===== config.mk =====
export PLATFORM = sky130hd
export DESIGN_NAME = fitness_dispatcher
export DESIGN_NICKNAME = d
export VERILOG_FILES = /design/src/rtl/fitness_dispatcher_pkg.sv /design/src/rtl/fitness_dispatch_slot.sv /design/src/rtl/fitness_dispatcher.sv
export SDC_FILE = /design/constraint.sdc
export NUM_CORES = 1
export LEC_CHECK = 0
export BUFFER_PORTS_ARGS = -buffer_cell sky130_fd_sc_hd__buf_2
export CORE_MARGIN = 2
export CORE_UTILIZATION = 25
export CTS_CLUSTER_DIAMETER = 30
export DETAILED_ROUTE_END_ITERATION = 6
export GPL_TIMING_DRIVEN = 1
export HOLD_SLACK_MARGIN = 0.03
export PLACE_DENSITY = 0.45
export SLEW_MARGIN = 5
export SYNTH_ARGS = -nofsm -noshare
export SYNTH_HDL_FRONTEND = slang
export SYNTH_SLANG_ARGS = --single-unit

===== constraint.sdc =====
create_clock -name clk -period 7.7 [get_ports clk]
set_input_delay 2.31 -clock clk [delete_from_list [all_inputs] [get_ports clk]]
set_output_delay 2.31 -clock clk [all_outputs]
set_load 0.03 [all_outputs]

===== src/rtl/fitness_dispatcher_pkg.sv =====
// Shared GA package: fitness unit state encoding and round-robin helpers.
package fitness_dispatcher_pkg;

    typedef enum logic [1:0] {
        UNIT_IDLE = 2'd0,
        UNIT_RUN  = 2'd1,
        UNIT_DONE = 2'd2
    } unit_state_e;

    localparam int unsigned MaxUnits = 8;

    // First set bit of mask at or after ptr, wrapping modulo n (n <= MaxUnits).
    function automatic logic [2:0] rr_pick(input logic [7:0] mask,
                                           input logic [2:0] ptr,
                                           input int unsigned n);
        logic [2:0]  pick;
        logic        found;
        int unsigned idx;
        pick  = '0;
        found = 1'b0;
        for (int unsigned i = 0; i < MaxUnits; i++) begin
            if (i < n) begin
                idx = 32'(ptr) + i;
                if (idx >= n) idx = idx - n;
                if (!found && mask[idx[2:0]]) begin
                    pick  = idx[2:0];
                    found = 1'b1;
                end
            end
        end
        return pick;
    endfunction

    function automatic logic [2:0] rr_next(input logic [2:0] idx, input int unsigned n);
        if (32'(idx) + 32'd1 >= n) return 3'd0;
        return idx + 3'd1;
    endfunction

endpackage


===== src/rtl/fitness_dispatch_slot.sv =====
// One fitness unit slot: IDLE/RUN/DONE state plus individual, tag and error registers.
module fitness_dispatch_slot
    import fitness_dispatcher_pkg::*;
#(
    parameter int unsigned IndividualWidth = 64,
    parameter int unsigned ErrorWidth      = 5,
    parameter int unsigned TagWidth        = 5
) (
    input  logic                       clk,
    input  logic                       rst,
    input  logic                       dispatch,
    input  logic [IndividualWidth-1:0] individual_in,
    input  logic [TagWidth-1:0]        tag_in,
    input  logic                       finish,
    input  logic [ErrorWidth-1:0]      error_in,
    input  logic                       accept,
    output unit_state_e                state,
    output logic                       start,
    output logic [IndividualWidth-1:0] individual,
    output logic [TagWidth-1:0]        tag,
    output logic [ErrorWidth-1:0]      error
);

    always_ff @(posedge clk or negedge rst) begin
        if (!rst) begin
            state      <= UNIT_IDLE;
            start      <= 1'b0;
            individual <= '0;
            tag        <= '0;
            error      <= '0;
        end else begin
            start <= 1'b0;
            case (state)
                UNIT_IDLE: if (dispatch) begin
                    state      <= UNIT_RUN;
                    start      <= 1'b1;
                    individual <= individual_in;
                    tag        <= tag_in;
                end
                UNIT_RUN: if (finish) begin
                    state <= UNIT_DONE;
                    error <= error_in;
                end
                UNIT_DONE: if (accept) state <= UNIT_IDLE;
                default: state <= UNIT_IDLE;
            endcase
        end
    end

endmodule


===== src/rtl/fitness_dispatcher.sv =====
// Round-robin dispatch of GA individuals onto a pool of fitness units with a
// round-robin result arbiter. Optional counters under FITNESS_DISPATCHER_STATS_EN.
module fitness_dispatcher
    import fitness_dispatcher_pkg::*;
#(
    parameter int unsigned IndividualWidth = 64,
    parameter int unsigned ErrorWidth      = 5,
    parameter int unsigned Units           = 2,
    parameter int unsigned TagWidth        = 5
) (
    input  logic                             clk,
    input  logic                             rst,
    input  logic                             req_valid,
    output logic                             req_ready,
    input  logic [IndividualWidth-1:0]       req_individual,
    input  logic [TagWidth-1:0]              req_tag,
    output logic [Units-1:0]                 unit_start,
    output logic [Units*IndividualWidth-1:0] unit_individual,
    input  logic [Units-1:0]                 unit_finish,
    input  logic [Units*ErrorWidth-1:0]      unit_error,
    output logic                             res_valid,
    input  logic                             res_ready,
    output logic [ErrorWidth-1:0]            res_error,
    output logic [TagWidth-1:0]              res_tag,
    output logic                             busy
`ifdef FITNESS_DISPATCHER_STATS_EN
    ,
    output logic [31:0]                      eval_count,
    output logic [31:0]                      stall_count
`endif
);

    logic [Units-1:0]      idle_mask;
    logic [Units-1:0]      done_mask;
    logic [Units-1:0]      dispatch_vec;
    logic [Units-1:0]      accept_vec;
    unit_state_e           slot_state [Units];
    logic [TagWidth-1:0]   slot_tag   [Units];
    logic [ErrorWidth-1:0] slot_error [Units];

    logic [2:0] dispatch_ptr;
    logic [2:0] result_ptr;
    logic [2:0] disp_sel;
    logic [2:0] res_sel;
    logic [2:0] res_sel_q;
    logic       res_lock;
    logic [7:0] idle8;
    logic [7:0] done8;
    logic       req_fire;
    logic       res_fire;

    for (genvar g = 0; g < Units; g++) begin : g_slot
        fitness_dispatch_slot #(
            .IndividualWidth(IndividualWidth),
            .ErrorWidth     (ErrorWidth),
            .TagWidth       (TagWidth)
        ) u_slot (
            .clk          (clk),
            .rst          (rst),
            .dispatch     (dispatch_vec[g]),
            .individual_in(req_individual),
            .tag_in       (req_tag),
            .finish       (unit_finish[g]),
            .error_in     (unit_error[g*ErrorWidth +: ErrorWidth]),
            .accept       (accept_vec[g]),
            .state        (slot_state[g]),
            .start        (unit_start[g]),
            .individual   (unit_individual[g*IndividualWidth +: IndividualWidth]),
            .tag          (slot_tag[g]),
            .error        (slot_error[g])
        );
        assign idle_mask[g] = (slot_state[g] == UNIT_IDLE);
        assign done_mask[g] = (slot_state[g] == UNIT_DONE);
    end

    // Ready and valid come from registered slot state only.
    assign req_ready = |idle_mask;
    assign res_valid = |done_mask;
    assign busy      = ~&idle_mask;
    assign req_fire  = req_valid & req_ready;
    assign res_fire  = res_valid & res_ready;

    always_comb begin
        idle8                = '0;
        done8                = '0;
        idle8[Units-1:0]     = idle_mask;
        done8[Units-1:0]     = done_mask;
        disp_sel             = rr_pick(idle8, dispatch_ptr, Units);
        // A stalled result is locked so a later finish cannot displace it.
        res_sel              = res_lock ? res_sel_q : rr_pick(done8, result_ptr, Units);
        dispatch_vec         = '0;
        accept_vec           = '0;
        res_error            = '0;
        res_tag              = '0;
        for (int unsigned i = 0; i < Units; i++) begin
            if (disp_sel == i[2:0]) dispatch_vec[i] = req_fire;
            if (res_sel == i[2:0]) begin
                accept_vec[i] = res_fire;
                res_error     = slot_error[i];
                res_tag       = slot_tag[i];
            end
        end
    end

    always_ff @(posedge clk or negedge rst) begin
        if (!rst) begin
            dispatch_ptr <= '0;
            result_ptr   <= '0;
            res_sel_q    <= '0;
            res_lock     <= 1'b0;
        end else begin
            if (req_fire) dispatch_ptr <= rr_next(disp_sel, Units);
            if (res_fire) begin
                result_ptr <= rr_next(res_sel, Units);
                res_lock   <= 1'b0;
            end else if (res_valid) begin
                res_lock  <= 1'b1;
                res_sel_q <= res_sel;
            end
        end
    end

`ifdef FITNESS_DISPATCHER_STATS_EN
    always_ff @(posedge clk or negedge rst) begin
        if (!rst) begin
            eval_count  <= '0;
            stall_count <= '0;
        end else begin
            if (res_fire) eval_count <= eval_count + 32'd1;
            if (req_valid && !req_ready) stall_count <= stall_count + 32'd1;
        end
    end
`endif

endmodule


---- Yosys cells after proc, flatten, opt, wreduce, memory -nomap -nowiden ----
Cells that the tools add are included.
operators by class
  $add $sub $neg .......................... 10
  bitwise operators ....................... 3
  muxes and demuxes ....................... 49
  equality and inequality tests ........... 12
  reductions and logical operators ........ 20
  magnitude comparators ................... 10
operator list
  cell                                                                    count
  3-bit two-way mux                                                       13
  1-bit two-way mux                                                       20
  5-bit two-way mux                                                       4
  3-bit by 1-bit adder with 4-bit output (second input constant)          4
  4-bit by 2-bit >= comparator with 1-bit output (second input constant)  4
  3-bit by 4-bit < comparator with 1-bit output (second input constant)   4
  1-bit binary-select mux with 3-bit select                               4
  2-bit two-way mux                                                       6
  2-bit one-hot mux with 3 select lines                                   2
  2-bit AND reduction                                                     6
  3-bit by 2-bit subtractor with 3-bit output (second input constant)     4
  2-bit by 1-bit != test with 1-bit output (second input constant)        4
  3-bit by 1-bit adder with 3-bit output (second input constant)          2
  3-bit by 1-bit equality test with 1-bit output (second input constant)  2
  3-bit by 2-bit >= comparator with 1-bit output (second input constant)  2
  3-bit zero test                                                         2
  3-bit AND reduction                                                     2
  2-bit by 1-bit equality test with 1-bit output (second input constant)  2
  2-bit equality test (second input constant)                             2
  2-bit zero test                                                         2
  2-bit != test (second input constant)                                   2
  2-bit OR reduction                                                      2
  1-bit zero test                                                         3
  1-bit AND                                                               2
  3 further kinds                                                         4
word-level totals
  word-level logic and storage cells ...... 118
  input port bits ......................... 85
  bits in registers ....................... 164
  output and inout bits ................... 143

---- Depth between registers and ports, before layout ----
  word-level depth ........................ 14
  gate-level depth with buffers ........... 13
  gate-level depth less buffers ........... 13

---- Cells and area by module ----
A second synthesis with hierarchy kept.
unflattened totals
  cell total of the unflattened synthesis .. 442
  area total of the unflattened synthesis .. 6765.2 um^2
by module, submodules not included
  module                 cells each  sequential area each (um^2)  times used  area an instance (um^2)
  fitness_dispatch_slot  165         1926.8                       2           2894.0
  fitness_dispatcher     112         250.2                        1           977.2

---- Worst setup path after synthesis ----
OpenSTA, ideal clock, no wires.
  path kind ............................... register -> output
  from .................................... register result_ptr[1]
  to ...................................... output port res_error[0]
  path slack .............................. 2.810 ns
  data required time ...................... 5.390 ns
  path buffers ............................ 1
  stages on the path, launching flop included .. 12
  arrival time ............................ 2.580 ns
  cell sequence ........................... dfrtp_1 > inv_1 > ha_1 > and2_1 > a21boi_0 > o22a_1 > or2_1 > a21oi_1 > ha_1 > and2_1 > clkbuf_1 > a22o_1
between the ends
  word-level cells in the longest chain between the ends .. 12
  elaborated cells between the ends (all ways) .. 21
  those cells by class .................... add/sub (3); order compare (2); eq/ne (1); mux (12); reduce/logical (3)
RTL lines
  item                                                                            line                          text
  start, declared                                                                 fitness_dispatcher.sv:42      logic [2:0] result_ptr;
  start signal, assigned                                                          fitness_dispatcher.sv:114     result_ptr <= rr_next(res_sel, Units);
  branches (longest 7 deep; another with 3-bit by 1-bit adder with 4-bit output)  -
  3-bit two-way mux (*)                                                           fitness_dispatcher_pkg.sv:25  if (!found && mask[idx[2:0]]) begin
  3-bit two-way mux (*)                                                           fitness_dispatcher.sv:90      res_sel = res_lock ? res_sel_q : rr_pick(done8, result_ptr, Units);
  via res_sel[0]                                                                  fitness_dispatcher.sv:44      logic [2:0] res_sel;
  3-bit zero test                                                                 fitness_dispatcher.sv:97      if (res_sel == i[2:0]) begin
  5-bit two-way mux                                                               fitness_dispatcher.sv:97
  5-bit two-way mux (*)                                                           fitness_dispatcher.sv:97
  end, declared                                                                   fitness_dispatcher.sv:23      output logic [ErrorWidth-1:0] res_error,
Mark *: on every way through the listed nets, which the timed path passes. The select of a mux whose other input is x is not followed.

---- Final worst setup path ----
  from .................................... register result_ptr[0]
  to ...................................... output port res_tag[4]
between the ends
  word-level cells in the longest chain between the ends .. 12
  elaborated cells between the ends (all ways) .. 21
  those cells by class .................... add/sub (3); order compare (2); eq/ne (1); mux (12); reduce/logical (3)
RTL lines
  item                                                                            line                          text
  branches (longest 7 deep; another with 3-bit by 1-bit adder with 4-bit output)  -
  3-bit two-way mux (*)                                                           fitness_dispatcher_pkg.sv:25
  3-bit two-way mux (*)                                                           fitness_dispatcher.sv:90
  via res_sel[0]                                                                  fitness_dispatcher.sv:44
  3-bit zero test                                                                 fitness_dispatcher.sv:97
  5-bit two-way mux                                                               fitness_dispatcher.sv:97
  5-bit two-way mux (*)                                                           fitness_dispatcher.sv:97
  end, declared                                                                   fitness_dispatcher.sv:24      output logic [TagWidth-1:0] res_tag,
Marks and branches as above.

==> out/qor.yml <==
global_route:
  antenna_found_initial: 0
  overflow: 0
  grt_pass1_wl_mm: 26.7
  gr-usage-all-layers: 0.120
  grt_pass1_vias: 4989
  grt_max_degree: 77
cells_and_area:
  final_core_util: 0.333
  design_area_sq_mm: 0.00871
  finalNonFillerCells: 1021
  area_delta_synth_final_pct: 30.3
  final_common_cell: "buf_2"
  layout_common_cells: "226 x buf_2, 164 x dfrtp_1, 122 x mux2_2"
  drive_gt1_frac: 0.574
  finalNetCount: 773
  diodes: 0
  fill_cells: 2639
clocking:
  cts_resized: 0
  cts_sinks: 164
  clk-insertion-delay-late_ps: 410
  cts_root_buf: "clkbuf_16"
  cts.path.max_buffers: 2
  cts.clk_slew.worst_paths_ps: 70
  htreeDepth: 4
  cts_inserted_buffers: 17
  ctsHoldBuffers: 0
  cts_setup_buffers: 0
  cts_tree: "built"
route:
  dr_wl_met3_mm: 1.07
  drt-met1-wl_mm: 6.61
  top_layer: "met4"
  route.vias.total: 4415
  ant_nets: 0
  viasPerCell: 4.32
  initialDrtViolationCount: 164
  drt-total-wl_mm: 16.2
  dr.pass1.iters: 6
  wl_per_cell_microns: 15.9
  wl_met2_mm: 8.28
  drc: 10
placement:
  routabilityCongestion: 0.764
  port_buffers: 227
  dp.cells: 989
  dpl-instance-area_sq_mm: 0.00816
  dp_hpwl_mm: 11.4
yosys:
  synth_top_family_by_area: "multiplexers"
  syn_area_sq_mm: 0.00669
  synth_seq_cells: 164
  yosys.area_share.simple: 0.0382
  synth.area.mux_share: 0.249
  synth-edff-count: 0
  synth_top_area_cell: "dfrtp_1"
  syn_area_per_cell_sq_um: 15.1
  synthTopCellsByArea: "dfrtp_1 61%, mux2_2 21%, mux2_1 4.4%, ha_1 2.8%, a22o_1 1.3%"
  postSynthCellCount: 442
  synth_fa_ha_area_frac: 0.0281
  ys_seq_area_frac: 0.614
  synth_cell_types: 43
  synthArstFlopShare: 1.00
  synth_warnings: 0
  synth-xor-area-share: 0.00393
  synth_flop_cell: "dfrtp_1"
  synth_compound_area_frac: 0.0436
  synth_top_cell_area_share: 0.614
worst_setup_path:
  worstPathRequired_ps: 5390
  cp-end-kind: "output pin"
  timing.setup.critical_path_class: "flip-flop to output pin"
  critical_path.max_fanout: 10
  cp.arrival_ps: 3370
  cp-start-kind: "flip-flop"
sta:
  finClkSkew_ps: 12.5
  setup_tns_ps: 0
  setup_violations: 0
  drv_slew: 0
  tightestPinTransition_ps: 1140
  period_share: 0.738
  finalHoldViolations: 0
  fin_crit_ps: 5680
  rsz0062_at_grt: "false"
  fmax_mhz: 176
  relSlewSlack: 0.239
floorplan:
  rows: 59
  start_util: 0.256
  die_y_microns: 168
  core-area_sq_mm: 0.0261
  dieArea_sq_mm: 0.0281
  die_w_microns: 168
  design.portCount: 228
power:
  leakage_nw: 4.14
  power_density_mw_per_mm2: 509
  vdd_ir_drop_max_mv: 0.197
flow_run:
  cap_violations: 0
run_status:
  failed_checks: "DRC"
  status: "complete, but fails checks"
hold_path:
  min_path_type: "flip-flop to flip-flop"
==> per-layer routing <==
layer,track usage,vias to the layer above
met5,0,-
met4,0.0374,0
met3,0.0449,15
met2,0.211,124
met1,0.136,2239
li1,-,2037
==> registers in the layout, indices dropped and copies added, names as in the netlist <==
register / cells
dispatch_ptr: 3
g_slot.u_slot.error: 10
g_slot.u_slot.individual: 128
g_slot.u_slot.start: 2
g_slot.u_slot.state: 4
g_slot.u_slot.tag: 10
res_lock: 1
res_sel_q: 3
result_ptr: 3
==> where the power goes <==
part | switching (W) | leakage (nW) | total, W | internal (W)
registers | 0.000212 | 1.98 | 0.00149 | 0.00128
logic | 0.00138 | 1.91 | 0.00215 | 0.000770
clock network | 0.000369 | 0.259 | 0.000792 | 0.000424
total | 0.00196 | 4.14 | 0.00444 | 0.00248
==> worst paths after layout <==
| path | start | end | slack (ps) | depth (start not counted) |
|---|---|---|---|---|
| worst max-delay path | result_ptr[0] | res_tag[4] | 2020 | 10 |
| worst max register to register | dispatch_ptr[1] | g_slot[1].u_slot.individual[17] | 4220 | 10 |
| min in group asynchronous | rst | g_slot[1].u_slot.tag[3] | 1720 | 1 |
| worst min-delay path | g_slot[1].u_slot.individual[0] | g_slot[1].u_slot.individual[0] | 490 | 1 |
| worst min register to register | g_slot[1].u_slot.individual[0] | g_slot[1].u_slot.individual[0] | 490 | 1 |
| max in group asynchronous | rst | g_slot[0].u_slot.individual[47] | 4780 | 2 |
==> worst max-delay path, cell delays in order, from the launching register on <==
cell     delay [ps]
dfrtp_1         450
inv_1           110
ha_1            230
nor4b_1         440
o22a_1          220
or2_1           140
a21oi_1         100
ha_1            240
nor2_1          580
a22o_1          230
buf_2           200
==> cell usage after synthesis (2+ instances only) <==
library cell  count
a31o_2            3
xnor2_1           3
buf_2             9
a21oi_1           7
conb_1            2
nor2_1            7
dfrtp_1         164
buf_4             9
nor2b_1           5
or2_2             2
and3_1            3
nand3b_1          2
nand3_1           3
mux2_1           26
and2_1            2
inv_1             8
a31oi_1           3
mux2_2          122
ha_1             15
nand2b_1          3
a22o_1           10
nor3b_1           2
nand2_1          12
==> kinds of logic after synthesis <==
logic type	count (synthesis)
buffers and inverters	27
and+or+nand+nor	46
xor gates and xnor gates	3
AOI/OAI and AO/OA	37
adders and majority gates	15
muxes	148
other	2
DFF	164
==> stage by stage <==
| step | setup WS, ps | power (W) | hold WS (ps) |
|---|---|---|---|
| 4_1_cts | 1990 | 0.00452 | 490 |
| 3_5_place_dp | 2470 | 0.00370 | 474 |
| 5_1_grt | 1710 | 0.00472 | 512 |
| 6_report | 2020 | 0.00444 | 486 |
| 3_3_place_gp | 2630 | 0.00365 | 464 |
| 2_1_floorplan | 2810 | 0.00303 | 459 |
==> area by class of cell <==
type | count | area, sq um | area share
well taps | 335 | 419 | 0.0481
flip-flops and latches | 164 | 4100 | 0.471
clock buffers | 19 | 433 | 0.0497
repair buffers | 229 | 1160 | 0.133
multi-input cells | 253 | 2450 | 0.282
inverters | 8 | 30.0 | 0.00345
clock inverters | 13 | 115 | 0.0132
(Power assumes the default switching activity.)
